### src/rtl/pipe_stage_chain.sv
// pipe_stage_chain
//   Elastic chain of STAGES pipeline registers with valid/ready backpressure,
//   per-stage flush and indexed stall with bubble insertion.
//
//   Parameters: WIDTH (payload bits), STAGES (>= 2), CNT_W (bubble counter bits)
//
//   Ports:
//     clk_i          clock, all state on rising edge
//     rst_ni         asynchronous active-low reset, clears all state
//     in_valid_i     upstream entry present
//     in_ready_o     chain accepts in_data_i this cycle (combinational)
//     in_data_i      upstream payload
//     out_valid_o    last stage holds a valid entry
//     out_ready_i    downstream consumes out_data_o this cycle
//     out_data_o     last-stage payload
//     stall_en_i     hold stages 0..stall_idx_i this cycle
//     stall_idx_i    highest held stage, clamped to STAGES-2
//     flush_i        flush_i[i] makes stage i capture a bubble
//     valid_vec_o    per-stage valid bits
//     occupancy_o    number of valid stages (combinational)
//     bubble_cnt_o   saturating count of stall-inserted bubbles
module pipe_stage_chain #(
  parameter int WIDTH  = 32,
  parameter int STAGES = 5,
  parameter int CNT_W  = 16
) (
  input  logic                         clk_i,
  input  logic                         rst_ni,
  input  logic                         in_valid_i,
  output logic                         in_ready_o,
  input  logic [WIDTH-1:0]             in_data_i,
  output logic                         out_valid_o,
  input  logic                         out_ready_i,
  output logic [WIDTH-1:0]             out_data_o,
  input  logic                         stall_en_i,
  input  logic [$clog2(STAGES)-1:0]    stall_idx_i,
  input  logic [STAGES-1:0]            flush_i,
  output logic [STAGES-1:0]            valid_vec_o,
  output logic [$clog2(STAGES+1)-1:0]  occupancy_o,
  output logic [CNT_W-1:0]             bubble_cnt_o
);

  localparam int IDX_W = $clog2(STAGES);
  localparam int OCC_W = $clog2(STAGES + 1);
  localparam logic [IDX_W-1:0] LAST_IDX = IDX_W'(STAGES - 1);
  localparam logic [CNT_W-1:0] CNT_MAX  = {CNT_W{1'b1}};

  logic [STAGES-1:0] v_q, v_d;
  logic [WIDTH-1:0]  d_q [STAGES];
  logic [WIDTH-1:0]  d_d [STAGES];
  logic [CNT_W-1:0]  bubble_cnt_q;

  logic [STAGES-1:0] go_s;
  logic [STAGES-1:0] up_v_s;
  logic [WIDTH-1:0]  up_d_s [STAGES];
  logic [IDX_W-1:0]  k_s;
  logic              bub_s;
  logic [OCC_W-1:0]  occ_s;

  // Clamp the stall index so the bubble stage k+1 always exists.
  always_comb begin
    if (stall_idx_i >= LAST_IDX) begin
      k_s = LAST_IDX - IDX_W'(1);
    end else begin
      k_s = stall_idx_i;
    end
  end

  // Load enables. Unrolling go[i] = !v[i] | go[i+1] gives: stage i may load
  // unless every stage from i to the output is full and the output is
  // blocked. Walking a running AND avoids a self-referencing vector.
  // Stalled stages 0..k are then forced to hold.
  always_comb begin
    logic full_run;
    full_run = 1'b1;
    go_s     = '0;
    for (int i = STAGES - 1; i >= 0; i--) begin
      full_run = full_run & v_q[i];
      go_s[i]  = (out_ready_i | ~full_run) & ~(stall_en_i & (IDX_W'(i) <= k_s));
    end
  end

  // Source feeding each stage: the input port for stage 0, the previous stage otherwise.
  always_comb begin
    up_v_s    = {v_q[STAGES-2:0], in_valid_i};
    up_d_s[0] = in_data_i;
    for (int i = 1; i < STAGES; i++) begin
      up_d_s[i] = d_q[i-1];
    end
  end

  // Next-state selection in priority order: flush, hold, stall bubble, advance.
  // Payload is written only when a valid entry is loaded.
  always_comb begin
    bub_s = 1'b0;
    for (int i = 0; i < STAGES; i++) begin
      v_d[i] = v_q[i];
      d_d[i] = d_q[i];
      if (flush_i[i]) begin
        v_d[i] = 1'b0;
      end else if (!go_s[i]) begin
        v_d[i] = v_q[i];
      end else if (stall_en_i && (i == int'(k_s) + 1)) begin
        v_d[i] = 1'b0;
      end else begin
        v_d[i] = up_v_s[i];
        if (up_v_s[i]) begin
          d_d[i] = up_d_s[i];
        end else begin
          d_d[i] = d_q[i];
        end
      end
      // A bubble is counted whenever stage k+1 is free to load, even if a
      // flush on that stage takes priority over the bubble itself.
      bub_s = bub_s | (stall_en_i & go_s[i] & (i == int'(k_s) + 1));
    end
  end

  // Stage valid/payload registers.
  always_ff @(posedge clk_i or negedge rst_ni) begin
    if (!rst_ni) begin
      v_q <= '0;
      for (int i = 0; i < STAGES; i++) begin
        d_q[i] <= '0;
      end
    end else begin
      v_q <= v_d;
      for (int i = 0; i < STAGES; i++) begin
        d_q[i] <= d_d[i];
      end
    end
  end

  // Saturating bubble counter, cleared only by reset.
  always_ff @(posedge clk_i or negedge rst_ni) begin
    if (!rst_ni) begin
      bubble_cnt_q <= '0;
    end else if (bub_s && (bubble_cnt_q != CNT_MAX)) begin
      bubble_cnt_q <= bubble_cnt_q + CNT_W'(1);
    end else begin
      bubble_cnt_q <= bubble_cnt_q;
    end
  end

  // Population count of the valid bits.
  always_comb begin
    occ_s = '0;
    for (int i = 0; i < STAGES; i++) begin
      occ_s = occ_s + OCC_W'(v_q[i]);
    end
  end

  assign in_ready_o   = go_s[0];
  assign out_valid_o  = v_q[STAGES-1];
  assign out_data_o   = d_q[STAGES-1];
  assign valid_vec_o  = v_q;
  assign occupancy_o  = occ_s;
  assign bubble_cnt_o = bubble_cnt_q;

endmodule

### config.mk
export PLATFORM = sky130hd
export DESIGN_NAME = pipe_stage_chain
export DESIGN_NICKNAME = d
export VERILOG_FILES = /design/src/rtl/pipe_stage_chain.sv
export SDC_FILE = /design/constraint.sdc
export NUM_CORES = 1
export LEC_CHECK = 0
export CAP_MARGIN = 10
export CELL_PAD_IN_SITES_DETAIL_PLACEMENT = 2
export CELL_PAD_IN_SITES_GLOBAL_PLACEMENT = 2
export CORE_ASPECT_RATIO = 0.75
export CORE_MARGIN = 3
export CORE_UTILIZATION = 42
export DETAILED_ROUTE_END_ITERATION = 16
export PLACE_DENSITY = 0.87
export SYNTH_ARGS = -nofsm -noshare
export SYNTH_HDL_FRONTEND = slang
export SYNTH_SLANG_ARGS = --single-unit
export TNS_END_PERCENT = 50
### constraint.sdc
create_clock -name clk_i -period 3.34 [get_ports clk_i]
set_input_delay 0.835 -clock clk_i [delete_from_list [all_inputs] [get_ports clk_i]]
set_output_delay 0.835 -clock clk_i [all_outputs]
set_load 0.03 [all_outputs]
==> flow_metrics.env <==
export IMPL_outcome="completed"
export IMPL_cts_htree_levels=4
export IMPL_cts_sinks=181
export IMPL_path_class="reg -> out"
export IMPL_synth_flop_cell="dfrtp_1"
export IMPL_die_area_um2=19480
export IMPL_core_area_um2=17130
export IMPL_synth_edf_count=0
export IMPL_ys_seq_elements=181
export IMPL_vias=4149
export IMPL_use_met3_pct=4.861
export IMPL_fp_dieH_um=121.6
export IMPL_grt_ovfl_total=0
export IMPL_postSynthAreaPerCell_um2=15.70
export IMPL_cp_required_ns=2.50
export IMPL_slew_headroom_pct=53.25
export IMPL_cp_end_kind="output pin"
export IMPL_critPathSlowestCell="dfrtp_1"
export IMPL_worstPathCellList="fa_1 -> fa_1 -> ha_1 -> clkdlybuf4s15_2"
export IMPL_cap_violations=0
export IMPL_initial_utilization_pct=43.71
export IMPL_netlist_area_um2=7488
export IMPL_cts_inserted_buffers=17
export IMPL_cp_startpoint="valid_vec_o[1]"
export IMPL_first_pass_iters=4
export IMPL_antenna_cells=0
export IMPL_postCtsSetupRepairBufs=0
export IMPL_finalWirelength_um=18040
export IMPL_clock_skew_ns=0.007825
export IMPL_clk_path_buf_depth=2
export IMPL_wire_per_inst_um=22.32
export IMPL_root_buffer="clkbuf_16"
export IMPL_fin_tns_setup_ns=0
export IMPL_via_per_inst=5.135
export IMPL_r2r_worst_path_cells=5
export IMPL_grt_use_met1_pct=24.42
export IMPL_synthCells=477
export IMPL_place_congestion=0.7378
export IMPL_hpwlAfterDp_um=11520
export IMPL_min_path_type="in -> async"
export IMPL_drt_iter0_markers=160
export IMPL_antenna_found_initial=0
export IMPL_power_leakage_nw=4.172
export IMPL_fmax_ghz=0.3079
export IMPL_report_final_slew_viol_count=0
export IMPL_drive_gt1_share_pct=37.59
export IMPL_worst_pin_slew_ns=0.6958
export IMPL_cp_top_family="adder cells"
export IMPL_hold_viol=0
export IMPL_fillers=1528
export IMPL_synth_cell_types=40
export IMPL_clock_latency_ns=0.43
export IMPL_seq_area_frac_synth_pct=60.48
export IMPL_cp_start_kind="flop"
export IMPL_placed_cell_area_um2=8536
export IMPL_crit_top_cell="fa_1"
export IMPL_met2_usage_pct=34.70
export IMPL_die_w_um=160.2
export IMPL_rows=41
export IMPL_rsz0062_at_grt="false"
export IMPL_cp_max_fo=6
export IMPL_worstReg2RegStart="valid_vec_o[1]"
export IMPL_crit_buf_inv=1
export IMPL_fin_area_um2=9134
export IMPL_ant_nets=0
export IMPL_finalCriticalPeriod_ns=3.248
export IMPL_fin_crit_sh_pct=97.23
export IMPL_power_density_nw_per_um2=619.0
export IMPL_synth_nets=526
export IMPL_r2r_end="bubble_cnt_o[9]"
export IMPL_final_cell_mix="dfrtp_1, mux2_2, clkdlybuf4s50_1"
export IMPL_final_util_pct=53.31
export IMPL_slowest_delay_ns=0.52
export IMPL_final_common_cell="dfrtp_1"
export IMPL_vdd_ir_drop_max_v=0.0004781
export IMPL_regToRegSetupSlack_ns=1.24
export IMPL_clkTransAtPathRegs_ns=0.07
export IMPL_io_pins=103
export IMPL_arrival_ns=2.41
export IMPL_port_buffers=102
export IMPL_grt_pass1_wl_um=29280
export IMPL_whs_ns=0.3607
export IMPL_fin_nets=609
export IMPL_grt_pass1_vias=4984
export IMPL_setup_violations=0
export IMPL_drc=0
export IMPL_cts_tree="done"
export IMPL_ys_warn_count=0
export IMPL_grt_total_usage_pct=19.76
export IMPL_top_usage_layer="met2"
export IMPL_grt_start_max_net_pins=90
export IMPL_synth_async_reset_ratio_pct=100.0
export IMPL_syn_to_final_growth_pct=21.97
==> worst max path at each step <==
stage,endpoint,slack (ns),cells after the start
finish,occupancy_o[1],0.09,4
global route,occupancy_o[1],0.03,4
floorplan,occupancy_o[1],0.63,3
detailed placement,occupancy_o[1],0.18,4
global placement,occupancy_o[1],0.24,4
CTS,occupancy_o[1],0.08,4
==> sequential cells by signal, summed over array words and instances, names as in the netlist <==
| name | flops |
|---|---|
| bubble_cnt_o | 16 |
| valid_vec_o | 5 |
| d_q | 128 |
| out_data_o | 32 |
==> where the power goes <==
part / total, mW / leakage [nW] / internal [mW] / switching (mW)
Combinational: 0.785 / 1.50 / 0.427 / 0.359
Sequential: 2.80 / 2.38 / 2.54 / 0.257
Clock: 2.07 / 0.300 / 1.19 / 0.883
==> synthesized netlist by cell type (all sizes together) (2+ instances only) <==
library cell / instances / share of area (%)
and4: 2 / 0.23
fa: 2 / 0.53
nand3: 9 / 0.60
o21ai: 4 / 0.27
nand2: 7 / 0.35
xor2: 2 / 0.23
nor3b: 2 / 0.20
and3: 2 / 0.17
dfrtp: 181 / 60
ha: 2 / 0.33
buf: 49 / 5.5
and2: 2 / 0.17
nand2b: 3 / 0.25
nand4: 5 / 0.42
nand3b: 3 / 0.40
a21oi: 4 / 0.27
or2: 2 / 0.17
nor2: 4 / 0.30
xnor2: 11 / 1.3
mux2: 162 / 26
inv: 4 / 0.20
o21a: 2 / 0.20
nor3: 4 / 0.33
==> timing repair <==
| item | CTS | global route |
|---|---|---|
| gates resized for setup | 5 | 0 |
| setup endpoints to repair | 3 | 0 |
| hold buffers | 0 | 0 |
==> routing by layer <==
metal / routed length, um / vias up
met5: 0 / -
met4: 279 / 0
met3: 612 / 21
met2: 9212 / 102
met1: 7934 / 2215
li1: - / 1811
==> cell type report <==
| class | instances | area [um2] | share of cell area (%) |
|---|---|---|---|
| Clock buffer | 17 | 425.4 | 4.658 |
| Clock inverter | 14 | 173.9 | 1.904 |
| Inverter | 4 | 15.01 | 0.1644 |
| Multi-Input combinational cell | 243 | 2544 | 27.85 |
| Sequential cell | 181 | 4529 | 49.59 |
| Tap cell | 236 | 295.3 | 3.233 |
| Timing Repair Buffer | 113 | 1151 | 12.60 |
==> stage by stage <==
step / power [mW] / cells / worst slack [ns]
6_report: 5.654 / 808 / 0.09249
3_3_place_gp: 3.497 / 777 / 0.2414
4_1_cts: 5.728 / 808 / 0.07501
2_1_floorplan: 3.213 / 477 / 0.6336
5_1_grt: 5.933 / 808 / 0.03044
3_5_place_dp: 3.606 / 777 / 0.1771
==> kinds of logic (layout without fill, tap and decap cells) <==
kind of cell               count (synthesis)  after routing  synth area share, %
DFF                                      181            181                60.48
muxes                                    163            163                26.00
buffers and inverters                     53            148                5.664
and+or+nand+nor                           48             48                4.110
AOI/OAI and AO/OA                         15             15                1.353
xor gates and xnor gates                  13             13                1.520
adders and majority gates                  4              4               0.8688
No activity file was read; power rests on OpenSTA's default activity.
